$ cat src/rtl/pc_fetch_ctrl.sv
// Program counter and fetch-request controller for the IF stage.
// Optional misaligned-redirect trapping is enabled by defining PC_MISALIGN_CHECK_EN.
module pc_fetch_ctrl #(
  parameter int unsigned         XLEN       = 32,
  parameter logic [XLEN-1:0]     RESET_VEC  = 32'h0,
  parameter logic [XLEN-1:0]     EXC_VEC    = 32'h100,
  parameter int unsigned         INC        = 4,
  parameter int unsigned         ALIGN_BITS = 2,
  parameter int unsigned         CNT_W      = 16
) (
  input  logic             clk_i,
  input  logic             rst_i,
  input  logic             start_i,
  input  logic             halt_i,
  input  logic             stall_i,
  input  logic             redirect_i,
  input  logic [XLEN-1:0]  redirect_pc_i,
  input  logic             exc_i,
  input  logic             fetch_ack_i,
  output logic             fetch_req_o,
  output logic [XLEN-1:0]  pc_o,
  output logic             kill_o,
  output logic             halted_o,
  output logic [CNT_W-1:0] fetch_cnt_o,
  output logic             misalign_o
);

  typedef enum logic [1:0] {S_IDLE, S_RUN, S_WAIT, S_HALT} state_t;

  localparam logic [XLEN-1:0] ALIGN_MASK = XLEN'((64'd1 << ALIGN_BITS) - 64'd1);

  state_t           r_state, w_state_next;
  logic [XLEN-1:0]  r_pc, w_pc_next;
  logic [XLEN-1:0]  r_pend_pc, w_pend_pc_next;
  logic             r_pend_v, w_pend_v_next;
  logic             r_pend_exc, w_pend_exc_next;
  logic             r_halt_seen, w_halt_seen_next;
  logic             r_kill, w_kill_next;
  logic             r_stall_hold, w_stall_hold_next;
  logic [CNT_W-1:0] r_cnt;

  logic             w_req, w_xfer, w_outstanding;
  logic [XLEN-1:0]  w_redir_pc;
  logic             w_redir_exc;

`ifdef PC_MISALIGN_CHECK_EN
  logic w_mis;
  logic r_misalign;

  // A misaligned target traps, so it behaves like an exception for pending priority.
  assign w_mis       = |(redirect_pc_i & ALIGN_MASK);
  assign w_redir_pc  = w_mis ? EXC_VEC : redirect_pc_i;
  assign w_redir_exc = w_mis;

  always_ff @(posedge clk_i or negedge rst_i) begin
    if (!rst_i) r_misalign <= 1'b0;
    else        r_misalign <= redirect_i & w_mis;
  end
  assign misalign_o = r_misalign;
`else
  assign w_redir_pc  = redirect_pc_i & ~ALIGN_MASK;
  assign w_redir_exc = 1'b0;
  assign misalign_o  = 1'b0;
`endif

  always_comb begin
    case (r_state)
      S_RUN:   w_req = ~stall_i & ~r_stall_hold;
      S_WAIT:  w_req = 1'b1;
      default: w_req = 1'b0;
    endcase
  end

  assign w_xfer        = w_req & fetch_ack_i;
  assign w_outstanding = w_req & ~fetch_ack_i;

  always_comb begin
    w_state_next      = r_state;
    w_pc_next         = r_pc;
    w_pend_pc_next    = r_pend_pc;
    w_pend_v_next     = r_pend_v;
    w_pend_exc_next   = r_pend_exc;
    w_halt_seen_next  = r_halt_seen;
    w_kill_next       = 1'b0;
    w_stall_hold_next = 1'b0;

    // While a request is in flight pc_o must not move, so targets are parked.
    if (w_outstanding) begin
      if (exc_i) begin
        w_pend_pc_next  = EXC_VEC;
        w_pend_v_next   = 1'b1;
        w_pend_exc_next = 1'b1;
      end else if (redirect_i && !(r_pend_v && r_pend_exc)) begin
        w_pend_pc_next  = w_redir_pc;
        w_pend_v_next   = 1'b1;
        w_pend_exc_next = w_redir_exc;
      end
    end else begin
      if (exc_i)                      w_pc_next = EXC_VEC;
      else if (r_pend_v && r_pend_exc) w_pc_next = r_pend_pc;
      else if (redirect_i)            w_pc_next = w_redir_pc;
      else if (r_pend_v)              w_pc_next = r_pend_pc;
      else if (w_xfer)                w_pc_next = r_pc + XLEN'(INC);
      w_pend_v_next   = 1'b0;
      w_pend_exc_next = 1'b0;
      w_kill_next     = w_xfer & (exc_i | redirect_i | r_pend_v);
    end

    case (r_state)
      S_IDLE, S_HALT: begin
        if (start_i) w_state_next = S_RUN;
      end
      S_RUN: begin
        if (w_outstanding) begin
          w_state_next     = S_WAIT;
          w_halt_seen_next = halt_i;
        end else if (halt_i) begin
          w_state_next = S_HALT;
        end
      end
      S_WAIT: begin
        w_halt_seen_next = r_halt_seen | halt_i;
        if (fetch_ack_i) begin
          w_state_next      = (r_halt_seen | halt_i) ? S_HALT : S_RUN;
          w_halt_seen_next  = 1'b0;
          w_stall_hold_next = stall_i;
        end
      end
      default: w_state_next = S_IDLE;
    endcase
  end

  always_ff @(posedge clk_i or negedge rst_i) begin
    if (!rst_i) begin
      r_state      <= S_IDLE;
      r_pc         <= RESET_VEC;
      r_pend_pc    <= RESET_VEC;
      r_pend_v     <= 1'b0;
      r_pend_exc   <= 1'b0;
      r_halt_seen  <= 1'b0;
      r_kill       <= 1'b0;
      r_stall_hold <= 1'b0;
      r_cnt        <= '0;
    end else begin
      r_state      <= w_state_next;
      r_pc         <= w_pc_next;
      r_pend_pc    <= w_pend_pc_next;
      r_pend_v     <= w_pend_v_next;
      r_pend_exc   <= w_pend_exc_next;
      r_halt_seen  <= w_halt_seen_next;
      r_kill       <= w_kill_next;
      r_stall_hold <= w_stall_hold_next;
      r_cnt        <= r_cnt + CNT_W'(w_xfer);
    end
  end

  assign fetch_req_o = w_req;
  assign pc_o        = r_pc;
  assign kill_o      = r_kill;
  assign halted_o    = (r_state == S_IDLE) || (r_state == S_HALT);
  assign fetch_cnt_o = r_cnt;

endmodule

$ cat config.mk
export PLATFORM = sky130hd
export DESIGN_NAME = pc_fetch_ctrl
export DESIGN_NICKNAME = d
export VERILOG_FILES = /design/src/rtl/pc_fetch_ctrl.sv
export SDC_FILE = /design/constraint.sdc
export NUM_CORES = 1
export LEC_CHECK = 0
export ABC_AREA = 1
export CAP_MARGIN = 20
export CORE_UTILIZATION = 54
export DETAILED_ROUTE_END_ITERATION = 10
export PLACE_DENSITY = 0.81
export SYNTH_ARGS = -nofsm -noshare
export SYNTH_HDL_FRONTEND = slang
export SYNTH_SLANG_ARGS = --single-unit
$ cat constraint.sdc
create_clock -name clk_i -period 2.7 [get_ports clk_i]
set_clock_uncertainty 0.15 [all_clocks]
set_input_delay 0.81 -clock clk_i [delete_from_list [all_inputs] [get_ports clk_i]]
set_output_delay 0.81 -clock clk_i [all_outputs]
set_load 0.01 [all_outputs]
# Word-level counts from Yosys, hierarchy flattened
# Index checks and enable logic that the tools add are counted.
word_totals:
  register_bits: 87
  inputBits: 40
  out_inout_bits: 52
  elab_cells: 69
op_classes:
  n_addsub: 2
  eq_ne: 8
  muxes: 26
  bitwise: 11
  reduce_logical: 13
ops:
  columns: ["op", "n"]
  rows:
  - ["32-bit 2-to-1 mux", 7]
  - ["32-bit by 3-bit adder with 32-bit output, second input constant", 1]
  - ["16-bit by 1-bit adder with 16-bit output", 1]
  - ["1-bit 2-to-1 mux", 11]
  - ["2-bit 2-to-1 mux", 5]
  - ["2-bit inequality test, second input constant", 3]
  - ["2-bit case mux with 3 select lines", 1]
  - ["2-bit AND reduction", 3]
  - ["5-bit nonzero test", 1]
  - ["1-bit bitwise AND", 4]
  - ["2-bit equality test, second input constant", 2]
  - ["1-bit inverter", 4]
  - ["1-bit case mux with 2 select lines", 2]
  - ["2-bit nonzero test", 2]
  - ["3-bit by 2-bit inequality test with 1-bit output, second input constant", 1]
  - ["3-bit inequality test, second input constant", 1]
  - ["1-bit OR", 3]
  - ["3-bit AND reduction", 1]
  - ["2-bit by 1-bit equality test with 1-bit output, second input constant", 1]
  - ["1-bit logical AND", 2]
  - ["2-bit logical NOT", 1]
  - ["2-bit OR reduction", 1]
  - ["1-bit logical NOT", 1]
  - ["1-bit logical OR", 1]

# Depth between registers and ports, before layout
# Gate-level depths: netlist of run 1.
depth:
  ltp_word: 9
  depth_mapped: 15
  ltp_nobuf: 15

# Worst setup path after synthesis of run 1
# No wires, ideal clock.
synth_path:
  path_type: "input to register"
  startpoint: "input stall_i"
  endpoint: "register r_cnt[12] (netlist: fetch_cnt_o[12])"
  setup_ns: 0.125
  arrival_ns: 2.514
  required_ns: 2.425
  setup_slack_ns: -0.089
  path_stages: 14
  n_path_buf: 0
  path_cell_list: "nor2_1 > nand2_1 > a21oi_4 > nand2_2 > inv_1 > ha_1 > ha_1 > nand3_1 > nor2_1 > nand4_1 > nand3b_1 > nor2_1 > nand2_1 > xnor2_1"
synth_between:
  elab_chain_len: 5
synth_rtl:
  columns: ["element", "line", "source"]
  rows:
  - ["start: declaration", "15", "input logic stall_i,"]
  - ["1-bit inverter", "68", "S_RUN: w_req = ~stall_i & ~r_stall_hold;"]
  - ["1-bit bitwise AND", "68", null]
  - ["1-bit case mux with 2 select lines", "67", "case (r_state)"]
  - ["via fetch_req_o", "20", "output logic fetch_req_o,"]
  - ["1-bit bitwise AND", "74", "assign w_xfer = w_req & fetch_ack_i;"]
  - ["16-bit by 1-bit adder with 16-bit output", "153", "r_cnt <= r_cnt + CNT_W'(w_xfer);"]
  - ["end signal: assignment", "153", null]
  - ["end: declaration", "40", "logic [CNT_W-1:0] r_cnt;"]
# The timed path passes the listed nets, and every way through them passes these cells.
# A chain may end at the register's enable or synchronous reset.

# Worst setup path in the final report of run 1
layout_path:
  startpoint: "input stall_i"
  endpoint: "output fetch_req_o"
layout_between:
  elab_chain_len: 3
layout_rtl:
  columns: ["element", "line"]
  rows:
  - ["1-bit inverter", "68"]
  - ["1-bit bitwise AND", "68"]
  - ["1-bit case mux with 2 select lines", "67"]
  - ["end: declaration", "20"]
# No other way between the ends.

==> impl_metrics.yaml, run 1 <==
finish:
  drive_gt1_frac: 0.114
  finalNonFillerCells: 973
  seqCellArea_um2: 2080
  fill_cells: 807
  final_core_util: 0.711
  n_antenna_cell: 0
  fin_nets: 884
  multiInputGateArea_um2: 2750
  design_area_um2: 6630
  syn_to_final_growth_pct: 26.4
hold_path:
  hp-class: "primary input to asynchronous set/reset pin"
setup_path:
  worstPathArrival_ns: 1.63
  crit_path_end_kind: "output port"
  critical_path_class: "primary input to output port"
  cp-start-kind: "primary input"
  crit_required_ns: 1.74
  path_max_fanout: 3
global_routing:
  grt_pass1_wl_um: 23700
  grt_usage: 0.297
  first_global_vias: 5113
  grt_max_degree: 38
  grt_overflow: 0
  antenna_found_initial: 0
outcome:
  outcome: "finished clean"
placed_design:
  postPlaceCellArea_um2: 6420
  place_inst: 955
  gp_congestion: 0.904
  port_buffers: 86
  hpwlAfterDp_um: 10000
synth:
  synthesis.instances: 744
  yosys.area.top_type: "dfrtp_1"
  ys_types: 35
  synth_area_um2: 5240
  synth_top_family_by_area: "simple AND/OR/NAND/NOR gates"
  syn_area_per_cell_um2: 7.05
  synth.most_common_cell: "nand2_1"
  synth_xor_area_frac: 0.0484
  synth_fa_ha_area_frac: 0.0119
  synth_seq_cells: 83
  yosys_warnings: 0
  synthTopCellsByCount: "232 x nand2_1, 83 x dfrtp_1, 74 x nand3_1"
  synth-main-ff-cell: "dfrtp_1"
  synth_mux_area_frac: 0
  synthSimpleGateAreaFrac: 0.327
  synth-compound-area-share: 0.125
  ys_seq_area_frac: 0.396
  synth_edf_count: 0
  synthTopCellsByArea: "dfrtp_1 40%, nand2_1 17%, nand3_1 7.1%"
  ys_async_sr_fraction: 1.00
  synth_top_area_share: 0.396
cts:
  path_clk_slew_ns: 0.08
  clkSinkCount: 83
  clk_latency_ns: 0.37
  cts_tree: "done"
  cts_buffers: 9
  cts.htree.levels: 3
  clk_path_buf_depth: 2
  cts_hold_buf: 0
  cts-root-buf: "clkbuf_8"
routing:
  drcViolationCount: 0
  routed_wl_um: 14200
  wl_per_cell_um: 14.6
  vias_per_cell: 5.43
  vias: 5283
  ant_nets: 0
  drt_iter0_markers: 316
  dr.pass1.iters: 5
power_and_ir_drop:
  power.density_nw_per_um2: 823
  ir_worst_vdd_v: 0.000597
  p_leak_nw: 3.16
  switchingPower_mw: 2.25
  p_int_mw: 3.20
  p_total_mw: 5.45
  seq_power_share: 0.394
  comb_power_share: 0.446
  clockPowerShare: 0.160
  p_sw_frac: 0.412
sta:
  holdWs_ns: 0.259
  worstMarginPinSlew_ns: 0.872
  max_freq_mhz: 386
  slew_viol_final: 0
  slew_headroom: 0.418
  hold_viol: 0
  setup_viol: 0
  period_needed_ns: 2.59
  finalCritPeriodShare: 0.960
die:
  io-pin-count: 92
  dieWidth_um: 101
  die-height_um: 101
  initial_core_util: 0.562
  die_area_um2: 10100
  coreArea_um2: 9330
  fp-row-count: 35
flow_run:
  drv_cap: 0
==> metrics by stage <==
| step | setup TNS (ns) | worst slack [ns] |
|---|---|---|
| 3_3_place_gp | -2.71 | -0.427 |
| 3_5_place_dp | -3.67 | -0.501 |
| 5_1_grt | -0.0204 | -0.0132 |
| 6_report | 0 | 0.108 |
| 2_1_floorplan | -0.00110 | -0.00110 |
| 4_1_cts | 0 | 0.000454 |
==> what timing repair did <==
item | CTS | global route
setup buffers | 0 | 2
resized for setup | 4 | 2
pin swaps | 0 | 3
endpoints found under the setup margin | 5 | 5
==> metal layers <==
layer,GRT usage,up-vias,part of all wire
li1,-,2549,-
met1,0.380,2480,0.43
met2,0.497,225,0.47
met3,0.0589,29,0.081
met4,0.118,0,0.023
met5,0,-,0
==> area by class of cell <==
type | instances | share of cell area
inverter | 75 | 0.0425
timing repair buffer | 117 | 0.176
multi-input combinational | 553 | 0.415
sequential | 83 | 0.313
clock inverter | 4 | 0.00510
clock buffer | 12 | 0.0234
tap | 129 | 0.0244
==> worst max-delay path, stage by stage <==
cell,delay [ns]
dlygate4sd2_1,0.27
nor2_4,0.09
nand2_2,0.06
a21oi_4,0.15
clkdlybuf4s15_2,0.24
==> cells in the final DEF (no fill, tap or decap), types with 2 or more instances in the layout <==
cell             count
o21ai_1              2
nand2_1            231
xnor2_1             11
buf_12               6
nand4_1              2
nand3_2              2
nand2_2              7
conb_1               3
o21bai_1             3
o21ai_0             57
nand3_1             73
a21oi_4              2
clkdlybuf4s50_1     82
o211ai_1             6
nor3_2               2
or2_2               13
clkinv_4             2
dfrtp_1             83
clkbuf_8            11
inv_1               72
a21oi_1             51
inv_2                3
nor2_4               5
nor2_2               7
buf_4               26
ha_4                 2
nand2_4              2
ha_1                 2
xor2_1              18
nor2_1              46
==> state kept, by name, indices dropped and copies added (netlist names) <==
register / flops
r_pend_exc: 1
r_pend_pc: 30
r_stall_hold: 1
pc_o: 30
fetch_cnt_o: 16
r_halt_seen: 1
r_pend_v: 1
r_state: 2
kill_o: 1
==> final timing paths <==
kind	depth (start not counted)	endpoint	slack (ns)	startpoint
max in group asynchronous	2	fetch_cnt_o[1]	1.56	rst_i
hold / removal	1	r_pend_pc[14]	0.26	rst_i
min in group clk_i	1	fetch_cnt_o[12]	0.34	fetch_cnt_o[12]
setup / recovery	5	fetch_req_o	0.11	stall_i
setup reg to reg	15	fetch_cnt_o[11]	0.24	r_state[0]
hold reg to reg	1	fetch_cnt_o[12]	0.34	fetch_cnt_o[12]
==> power groups by stage <==
stage	registers (mW)	logic, mW	clock network, mW
2_1_floorplan	2.14	1.33	0
6_report	2.15	2.43	0.873
3_3_place_gp	2.14	2.32	0
5_1_grt	2.20	2.70	0.934
3_5_place_dp	2.15	2.41	0
4_1_cts	2.13	2.42	0.886
==> kinds of logic after synthesis <==
logic type / count (synthesis)
other: 1
flip-flops: 83
AND/OR/NAND/NOR: 394
XOR/XNOR: 29
adder cells (fa/ha/maj): 5
AO/OA/AOI/OAI: 122
buffers and inverters: 110
Note: power is estimated with default switching activity, not from simulation.
==> inputs of run 2 (changes only) <==
--- a/config.mk
+++ b/config.mk
@@ -7,6 +7,7 @@
 export LEC_CHECK = 0
 export ABC_AREA = 1
 export CAP_MARGIN = 20
+export CORE_ASPECT_RATIO = 0.7
 export CORE_UTILIZATION = 54
 export DETAILED_ROUTE_END_ITERATION = 10
 export PLACE_DENSITY = 0.81
==> constraint.sdc (replaced) <==
create_clock -name clk_i -period 2.85 [get_ports clk_i]
set_clock_uncertainty 0.15 [all_clocks]
set_input_delay 0.855 -clock clk_i [delete_from_list [all_inputs] [get_ports clk_i]]
set_output_delay 0.855 -clock clk_i [all_outputs]
set_load 0.01 [all_outputs]
==> impl_metrics.yaml, run 2 (synthesis gave the netlist of run 1 again) <==
global_routing:
  grtUsageMet1: 0.415
  use_met2: 0.504
  busiest_layer: "met2"
  antenna_found_initial: 0
  first_global_vias: 5263
  grt_overflow: 0
  grt_max_degree: 61
  grt_pass1_wl_um: 24800
  grt_usage: 0.310
  met3_usage: 0.0720
cts:
  path_clk_slew_ns: 0.06
  cts_buffers: 9
  cts_hold_buf: 0
  clk_latency_ns: 0.34
  clk_path_buf_depth: 2
  cts.htree.levels: 3
  clkSinkCount: 83
  cts_tree: "done"
  cts-root-buf: "clkbuf_16"
placed_design:
  dp_slack_ns: -0.400
  gp_congestion: 0.951
  place_inst: 946
  hpwlAfterDp_um: 10200
  port_buffers: 86
power_and_ir_drop:
  clockPowerShare: 0.241
  switchingPower_mw: 2.24
  power.density_nw_per_um2: 850
  p_sw_frac: 0.392
  p_total_mw: 5.70
  ir_worst_vdd_v: 0.000557
  seq_power_share: 0.361
  p_leak_nw: 3.20
  p_int_mw: 3.47
  comb_power_share: 0.399
finish:
  layout_common_cells: "232 x nand2_1, 83 x dfrtp_1, 83 x clkdlybuf4s50_1"
  mostFrequentLayoutCell: "nand2_1"
  finalNonFillerCells: 966
  drive_gt1_frac: 0.110
  n_antenna_cell: 0
  fin_nets: 882
  fill_cells: 722
  syn_to_final_growth_pct: 28.0
die:
  die-height_um: 84.4
  die_area_um2: 10100
  dieWidth_um: 120
  io-pin-count: 92
  fp-row-count: 29
  initial_core_util: 0.567
  coreArea_um2: 9250
routing:
  wl_per_cell_um: 15.5
  routed_wl_um: 15000
  vias: 5401
  vias_per_cell: 5.59
  drcViolationCount: 0
  drt_iter0_markers: 522
  ant_nets: 0
  dr.pass1.iters: 5
sta:
  hold_viol: 0
  setup_viol: 0
  slew_viol_final: 0
  finalCritPeriodShare: 0.960
  max_freq_mhz: 365
  slew_headroom: 0.397
  worstMarginPinSlew_ns: 0.903
  period_needed_ns: 2.74
  setup_ws_ns: 0.113
setup_path:
  crit_required_ns: 1.85
  worstPathArrival_ns: 1.73
  critical_path_class: "flop to output port"
  cp-start-kind: "flop"
  crit_path_end_kind: "output port"
  path_max_fanout: 4
flow_run:
  drv_cap: 0
hold_path:
  hp-class: "primary input to asynchronous set/reset pin"
outcome:
  outcome: "finished clean"
[run 2: cell count changes in the layout (fill, tap and decap cells not counted), moves of 3 or more]
cell       previous run  this run
clkbuf_8             11         0
buf_12                6         3
bufinv_16             0         3
clkbuf_16             0         9
[run 2: power by group through the flow]
stage	sequential (mW)	clock [mW]	combinational, mW
2_1_floorplan	2.02	0	1.25
3_3_place_gp	2.02	0	2.13
3_5_place_dp	2.04	0	2.22
4_1_cts	2.04	1.39	2.26
5_1_grt	2.11	1.43	2.52
6_report	2.06	1.37	2.27
[run 2: layout make-up]
| cell class | instances | area (um2) | share of cell area |
|---|---|---|---|
| Clock inverter | 7 | 124 | 0.0185 |
| Clock buffer | 9 | 225 | 0.0336 |
| Sequential cell | 83 | 2080 | 0.310 |
| Inverter | 75 | 282 | 0.0420 |
| Timing Repair Buffer | 115 | 1110 | 0.165 |
| Tap cell | 124 | 155 | 0.0231 |
| Multi-Input combinational cell | 553 | 2740 | 0.408 |
[run 2: critical path: stages (launching register included)]
cell	delay [ns]
dfrtp_1	0.37
inv_1	0.07
ha_1	0.38
clkdlybuf4s50_1	0.57
[run 2: layer usage]
metal / share of wire / vias up
met1: 0.42 / 2541
met2: 0.47 / 288
met3: 0.099 / 28
met4: 0.013 / 0
li1: - / 2544
met5: 0 / -
[run 2: what timing repair did]
action,4_1_cts,5_1_grt
pin swaps,4,6
setup endpoints to repair,4,3
setup buffers,1,3
gates resized for setup,12,1
[run 2: final timing paths]
check	start	to	slack, ns	depth (start not counted)
min in group clk_i	fetch_cnt_o[12]	fetch_cnt_o[12]	0.35	1
min	rst_i	fetch_cnt_o[14]	0.34	1
max	r_state[0]	halted_o	0.11	3
max in group asynchronous	rst_i	fetch_cnt_o[1]	1.59	2
min reg2reg	fetch_cnt_o[12]	fetch_cnt_o[12]	0.35	1
max reg2reg	r_state[0]	fetch_cnt_o[14]	0.24	15
[run 2: metrics by stage]
stage	util	TNS [ns]	instance area [um2]	hold WS [ns]
after floorplan	-	0	5250	0.320
after global placement	0.681	-2.21	6300	0.318
after detailed placement	0.681	-2.96	6300	0.340
after CTS	0.723	0	6690	0.356
after global routing	0.725	-0.0422	6710	0.370
final	0.725	0	6710	0.342
